`config.mk`:
```
export PLATFORM = sky130hd
export DESIGN_NAME = prog_loader
export DESIGN_NICKNAME = d
export VERILOG_FILES = /design/src/rtl/prog_loader.sv
export SDC_FILE = /design/constraint.sdc
export NUM_CORES = 1
export LEC_CHECK = 0
export CORE_MARGIN = 2
export CORE_UTILIZATION = 57
export CTS_BUF_LIST = sky130_fd_sc_hd__clkbuf_2
export DETAILED_ROUTE_END_ITERATION = 16
export PLACE_DENSITY = 0.92
export SLEW_MARGIN = 25
export SYNTH_ARGS = -nofsm -noshare
export SYNTH_HDL_FRONTEND = slang
export SYNTH_SLANG_ARGS = --single-unit
```
`constraint.sdc`:
```
create_clock -name clk -period 4.5 [get_ports clk]
set_input_delay 0.675 -clock clk [delete_from_list [all_inputs] [get_ports clk]]
set_output_delay 0.675 -clock clk [all_outputs]
set_load 0.05 [all_outputs]
```
`src/rtl/prog_loader.sv`:
```
// Boot loader: parses a counted byte frame, writes little-endian words to memory,
// and releases the core only after the XOR checksum of the data bytes matches.
module prog_loader #(
  parameter int          MEM_WORDS = 256,
  parameter logic [31:0] BASE_ADDR = 32'h0000_0000
) (
  input  logic        clk,
  input  logic        reset,
  input  logic        byte_valid,
  input  logic [7:0]  byte_data,
  output logic        byte_ready,
  output logic        mem_we,
  output logic [31:0] mem_addr,
  output logic [31:0] mem_wdata,
  output logic        core_reset,
  output logic        done,
  output logic        error
);

  typedef enum logic [2:0] {HDR0, HDR1, DATA, CSUM, RUN, ERR} state_t;

  state_t      state, state_nxt;
  logic        xfer, last_byte;
  logic [7:0]  cnt_lo, csum;
  logic [15:0] n_hdr, n_words, word_idx;
  logic [1:0]  byte_cnt;
  logic [23:0] asm_q;
  logic        ready_d, run_d, err_d;

  assign xfer      = byte_valid && byte_ready;
  assign n_hdr     = {byte_data, cnt_lo};
  assign last_byte = (word_idx == n_words - 16'd1) && (byte_cnt == 2'd3);

  always_ff @(posedge clk or posedge reset)
    if (reset) state <= HDR0;
    else       state <= state_nxt;

  always_comb begin
    state_nxt = state;
    case (state)
      HDR0: if (xfer) state_nxt = HDR1;
      HDR1: if (xfer) begin
        if ({16'd0, n_hdr} > 32'(MEM_WORDS)) state_nxt = ERR;
        else if (n_hdr == 16'd0)             state_nxt = CSUM;
        else                                 state_nxt = DATA;
      end
      DATA: if (xfer && last_byte) state_nxt = CSUM;
      CSUM: if (xfer) state_nxt = (byte_data == csum) ? RUN : ERR;
      default: ;
    endcase
  end

  // Status outputs are decoded from the next state so they change on the
  // same edge that moves the FSM.
  always_comb begin
    ready_d = (state_nxt == HDR0) || (state_nxt == HDR1) ||
              (state_nxt == DATA) || (state_nxt == CSUM);
    run_d   = (state_nxt == RUN);
    err_d   = (state_nxt == ERR);
  end

  always_ff @(posedge clk or posedge reset)
    if (reset) begin
      byte_ready <= 1'b0;
      core_reset <= 1'b1;
      done       <= 1'b0;
      error      <= 1'b0;
    end else begin
      byte_ready <= ready_d;
      core_reset <= !run_d;
      done       <= run_d;
      error      <= err_d;
    end

  always_ff @(posedge clk or posedge reset)
    if (reset) begin
      cnt_lo    <= '0;
      n_words   <= '0;
      word_idx  <= '0;
      byte_cnt  <= '0;
      asm_q     <= '0;
      csum      <= '0;
      mem_we    <= 1'b0;
      mem_addr  <= BASE_ADDR;
      mem_wdata <= '0;
    end else begin
      mem_we <= 1'b0;
      if (xfer) begin
        case (state)
          HDR0: cnt_lo  <= byte_data;
          HDR1: n_words <= n_hdr;
          DATA: begin
            csum     <= csum ^ byte_data;
            byte_cnt <= byte_cnt + 2'd1;
            case (byte_cnt)
              2'd0: asm_q[7:0]   <= byte_data;
              2'd1: asm_q[15:8]  <= byte_data;
              2'd2: asm_q[23:16] <= byte_data;
              default: begin
                mem_we    <= 1'b1;
                mem_addr  <= BASE_ADDR + {14'd0, word_idx, 2'b00};
                mem_wdata <= {byte_data, asm_q};
                word_idx  <= word_idx + 16'd1;
              end
            endcase
          end
          default: ;
        endcase
      end
    end

endmodule

```
==> results of run 1 <==
[report_power, final]
part	internal, uW	leakage [uW]	switching, uW	total, uW
sequential	1280	0.00175	155	1430
combinational	279	0.00146	356	635
clock	284	0.000157	496	780
total	1840	0.00336	1010	2840
[kinds of logic after synthesis]
group,after synthesis,synth area share (%)
multiplexers,49,9.213
flip-flops,130,54.59
other,1,0.06290
AO/OA/AOI/OAI,30,3.379
adder cells (fa/ha/maj),6,1.259
buffers and inverters,57,4.932
XOR/XNOR,53,7.786
AND/OR/NAND/NOR,242,18.78
[state kept, by name, indices dropped and copies added (netlist names), 2 cells and up]
signal / count
cnt_lo: 8
n_words: 16
state: 3
word_idx: 16
asm_q: 24
byte_cnt: 2
csum: 8
mem_wdata: 32
mem_addr: 16
[cell usage in the layout (no fill, tap or decap), types with 2 or more instances in the layout]
cell type | Yosys | routed
clkbuf_2 | 0 | 17
inv_6 | 0 | 5
nor2_1 | 10 | 10
a211oi_1 | 2 | 2
xnor2_1 | 36 | 36
conb_1 | 1 | 16
mux2i_1 | 2 | 2
clkinvlp_4 | 0 | 2
nand2_1 | 171 | 171
a31oi_1 | 2 | 2
nor4_1 | 8 | 8
and3_1 | 5 | 5
xor2_1 | 17 | 17
clkdlybuf4s50_1 | 0 | 63
inv_8 | 0 | 4
buf_4 | 16 | 4
nor4_4 | 2 | 2
bufinv_16 | 0 | 2
o21ai_0 | 7 | 7
inv_1 | 10 | 9
a21oi_1 | 7 | 7
nand3_1 | 8 | 8
or2_2 | 2 | 2
o31ai_1 | 5 | 5
ha_1 | 6 | 6
nor3b_1 | 2 | 2
nor2b_1 | 2 | 2
mux2_2 | 47 | 47
nor3_1 | 11 | 11
dfrtp_1 | 129 | 129
or3_1 | 2 | 2
nand4_1 | 7 | 7
nand4b_1 | 2 | 2
[per-stage QoR]
step	util (%)	power, uW	setup slack [ns]	instances	area (um^2)
after floorplan	-	1956	0.3573	583	6018
after global placement	64.69	2048	1.307	741	6619
after detailed placement	64.69	2081	1.215	741	6619
after CTS	67.37	2869	1.672	773	6893
after global routing	67.37	3000	1.369	773	6893
final	67.37	2845	1.675	773	6893
[final cells by class]
type / count / area [um^2] / share of cell area (%)
multi-input combinational: 396 / 2470 / 35.83
clock inverter: 15 / 188.9 / 2.741
sequential: 130 / 3254 / 47.21
inverter: 11 / 43.79 / 0.6353
clock buffer: 17 / 85.08 / 1.234
tap: 136 / 170.2 / 2.469
timing repair buffer: 68 / 680.7 / 9.875
[final timing paths]
| kind | start | slack (ns) | end | cells after the start |
|---|---|---|---|---|
| worst max-delay path | n_words[0] | 1.68 | state[0] | 8 |
| worst min-delay path | reset | 0.28 | mem_addr[4] | 2 |
| worst max register to register | n_words[0] | 1.68 | state[0] | 8 |
| worst min register to register | asm_q[7] | 0.48 | mem_wdata[7] | 2 |
| max in group asynchronous | reset | 3.35 | core_reset | 3 |
| min in group clk | asm_q[7] | 0.48 | mem_wdata[7] | 2 |
[worst max-delay path: cells and delay by family (launching register included)]
family	cells	cell delay [ns]
DFF	1	0.50
adders and majority gates	1	0.29
AOI/OAI and AO/OA	4	1.05
buffers and inverters	1	0.11
and+or+nand+nor	2	0.82
[routing by layer]
| metal | track usage (%) | up-vias | wire, um |
|---|---|---|---|
| met4 | 9.398 | 0 | 192 |
| met1 | 30.18 | 2043 | 5065 |
| met2 | 39.51 | 113 | 6274 |
| li1 | - | 1955 | - |
| met5 | 0 | - | 0 |
| met3 | 6.254 | 22 | 679 |
==> results.toml, run 1 <==
[synth]
ys_seq_area_share_pct = 54.59
postSynthCellCount = 568
yosysWarnings = 0
yosysMostFrequentCell = "nand2_1"
ys_top_cells_by_area = "dfrtp_1 54%, nand2_1 11%, mux2_2 8.9%, xnor2_1 5.3%, xor2_1 2.5%"
yosys.area.top_type = "dfrtp_1"
ys_top_cells_by_count = "171 x nand2_1, 129 x dfrtp_1, 47 x mux2_2, 36 x xnor2_1, 24 x clkbuf_1"
yosysTopAreaCellShare_pct = 54.14
ys_seq_elements = 130
syn_area_per_cell_um2 = 10.50
syn_area_um2 = 5962
synth_top_flop_cell = "dfrtp_1"
ys_types = 49
synth-edff-count = 0
synthArstFlopShare_pct = 100.0

[outcome]
status = "finished, final reports clean"

[clock_network]
clock_latency_ns = 0.71
cts_sinks = 130
path_clk_slew_ns = 0.22
postCtsSetupRepairBufs = 0
root_buffer = "clkbuf_2"
cts_max_path_buffers = 2
cts_made_buffers = 17
cts_tree = "done"
cts_resized = 0
cts_hold_buf = 0
htree_levels = 4

[hold_path]
holdCritPathClass = "in2async"

[place]
io_buffers = 63
dp_hpwl_mm = 8.232
gp_congestion = 0.8679

[setup_path]
critPathSlowestCell = "nor3b_1"
worstPathMaxFanout = 7
crit_chain = "inv_1 > ha_1 > nor3b_1 > a21oi_1 > a2111oi_2 > nand4_1 > o31ai_1 > a21boi_1"
critPathKind = "reg2reg"
worstPathArrival_ns = 3.45
cpPeakStageDelay_ns = 0.66
endpoint_kind = "register"
critPathRequiredTime_ns = 5.13
start_kind = "register"

[floorplan]
die_x_um = 106.3
io_pins = 80
die_y_um = 106.3
die_area_um2 = 11290
fp.coreArea_um2 = 10230
rows = 37
initial_core_util_pct = 58.27

[global_route]
grt_max_degree = 100
grt_pass1_wl_mm = 20.80
grt_remaining_overflow = 0
grt_antenna_before_repair = 0
first_global_vias = 4245
grt_use_total_pct = 23.89

[detailed_routing]
routedWlPerCell_um = 15.80
drtIter0Drc = 242
vias_per_cell = 5.347
drc = 0
num_vias = 4133
postRouteAntennaNets = 0
routed_wl_mm = 12.21
firstDrtPassIters = 4

[sta]
finalHoldViolations = 0
slew_violations = 0
finClkSkew_ns = 0.03048
finalSetupTns_ns = 0
worst_pin_slew_ns = 0.9516
fin_crit_ns = 2.825
fmax_ghz = 0.3540
rsz0062_at_grt = "false"
relSlewSlack_pct = 36.03
setup_violations = 0
worst_hold_slack_ns = 0.2832
finalCritPeriodShare_pct = 62.77

[run]
cap_violations = 0

[power_and_ir_drop]
ir_worst_vdd_mv = 0.2049
leakage_uw = 0.003364
power_density_nw_per_um2 = 412.7

[final_layout]
fillers = 763
layout.nets = 641
area_growth_pct = 15.61
drive_gt1_share_pct = 15.70
antenna_cells = 0
Power figures use the tool's default switching activity.
==> inputs of run 2 (changes only) <==
--- a/config.mk
+++ b/config.mk
@@ -6,10 +6,10 @@
 export NUM_CORES = 1
 export LEC_CHECK = 0
 export CORE_MARGIN = 2
-export CORE_UTILIZATION = 57
+export CORE_UTILIZATION = 51
 export CTS_BUF_LIST = sky130_fd_sc_hd__clkbuf_2
 export DETAILED_ROUTE_END_ITERATION = 16
-export PLACE_DENSITY = 0.92
+export PLACE_DENSITY = 0.88
 export SLEW_MARGIN = 25
 export SYNTH_ARGS = -nofsm -noshare
 export SYNTH_HDL_FRONTEND = slang
==> constraint.sdc (replaced) <==
create_clock -name clk -period 2.4 [get_ports clk]
set_input_delay 0.36 -clock clk [delete_from_list [all_inputs] [get_ports clk]]
set_output_delay 0.36 -clock clk [all_outputs]
set_load 0.05 [all_outputs]
==> results.toml, run 2 (same netlist as run 1, synthesis figures left out) <==
[clock_network]
cts_made_buffers = 17
cts_hold_buf = 0
cts_sinks = 130
cts_max_path_buffers = 2
root_buffer = "clkbuf_2"
htree_levels = 4
cts_tree = "done"
path_clk_slew_ns = 0.23
clock_latency_ns = 0.69

[detailed_routing]
firstDrtPassIters = 4
routedWlPerCell_um = 15.94
drtIter0Drc = 326
num_vias = 4284
drc = 0
postRouteAntennaNets = 0
vias_per_cell = 5.295
routed_wl_mm = 12.89

[global_route]
grt_use_total_pct = 21.50
grt_pass1_wl_mm = 21.54
grt_remaining_overflow = 0
grt_antenna_before_repair = 0
first_global_vias = 4372
grt_max_degree = 131

[sta]
setup_ws_ns = 0.02339
fmax_ghz = 0.4208
fin_crit_ns = 2.377
rsz0062_at_grt = "true"
finalHoldViolations = 0
slew_violations = 0
setup_violations = 0
finalCritPeriodShare_pct = 99.03
worst_pin_slew_ns = 0.6782
relSlewSlack_pct = 54.79
worst_hold_slack_ns = 0.1956
finClkSkew_ns = 0.04199

[floorplan]
die_y_um = 112.1
fp.coreArea_um2 = 11420
die_area_um2 = 12570
rows = 39
io_pins = 80
initial_core_util_pct = 52.21
die_x_um = 112.1

[power_and_ir_drop]
power_uw = 5399
leakage_uw = 0.003498
ir_worst_vdd_mv = 0.3546
power_density_nw_per_um2 = 755.9

[final_layout]
layout.nets = 669
fin_util_pct = 62.56
fillers = 888
layout_common_cells = "171 x nand2_1, 127 x dfrtp_1, 61 x clkdlybuf4s50_1, 47 x mux2_2, 36 x xnor2_1"
register_area_um2 = 3257
area_growth_pct = 19.81
regMostFlops = "mem_wdata"
top_regs = "mem_wdata (32), asm_q (24)"
stdcell_area_um2 = 7143
largest_reg_flops = 32
drive_gt1_share_pct = 20.60
final_common_cell = "nand2_1"
multi_input_area_um2 = 2514

[place]
placed_area_um2 = 6855
gp_congestion = 0.8540
io_buffers = 63
dp_slack_ns = -0.1483
dp_hpwl_mm = 8.740

[setup_path]
endpoint_kind = "register"
cpPeakStageDelay_ns = 0.43
critPathKind = "reg2reg"
worstPathArrival_ns = 2.98
worstPathMaxFanout = 5
rr_worst_depth = 9
start_kind = "register"
reg2reg_slack_ns = 0.02
critPathSlowestCell = "or3b_4"
crit_chain = "inv_1 > ha_2 > or3b_4 > nor4_2 > a32oi_1 > o31ai_1 > nand4_1 > o31ai_2 > a21boi_2"
critPathRequiredTime_ns = 3.01

[run]
cap_violations = 0

[outcome]
status = "finished, final reports clean"

[hold_path]
holdCritPathClass = "in2async"
[run 2: cell count changes in the layout (fill, tap and decap cells not counted), sizes merged, moves of 2 or more]
cell / change
buf: +28
inv: -6
clkinv: +4
clkdlybuf4s50: -2
clkinvlp: +2
[run 2: layout make-up]
type,count,share of cell area [%]
Multi-Input combinational cell,396,35.19
Sequential cell,130,45.59
Clock buffer,17,1.191
Tap cell,143,2.505
Timing Repair Buffer,96,12.66
Inverter,11,0.6306
Antenna cell,1,0.03503
Clock inverter,15,2.190
[run 2: power breakdown]
group          switching (uW)  internal [uW]
clock                     854            485
combinational             760            650
sequential                258           2390
total                    1870           3530
[run 2: worst paths after layout]
kind | from | to
setup / recovery | n_words[0] | state[0]
hold / removal | reset | asm_q[11]
setup reg to reg | n_words[0] | state[0]
hold reg to reg | asm_q[10] | mem_wdata[10]
max in group asynchronous | reset | byte_ready
min in group clk | byte_data[2] | mem_wdata[26]
[run 2: critical path: cells and delay by family, from the launching register on]
kind	cells	cell delay [ns]
fa+ha+maj	1	0.19
flops	1	0.42
compound gates	4	0.68
simple gates	3	0.94
buf+inv	1	0.08
[run 2: metal layers]
metal	global-route usage, %	up-vias	part of all wire (%)
met2	35.86	126	50
li1	-	2000	-
met5	0	-	0
met4	8.862	0	2.7
met1	27.26	2128	43
met3	4.914	30	5.0
[run 2: per-stage QoR]
step                std cells   TNS, ns
floorplan                 583         0
global placement          776         0
detailed placement        776   -0.5112
CTS                       808  -0.01185
global route              808   -0.1739
finish                    809         0
[run 2: repair_timing]
item / in CTS / in global routing
endpoints found under the setup margin: 3 / 5
gates resized for setup: 2 / 11
gates cloned: 0 / 0
pin swaps: 0 / 6
buffers inserted: 0 / 0
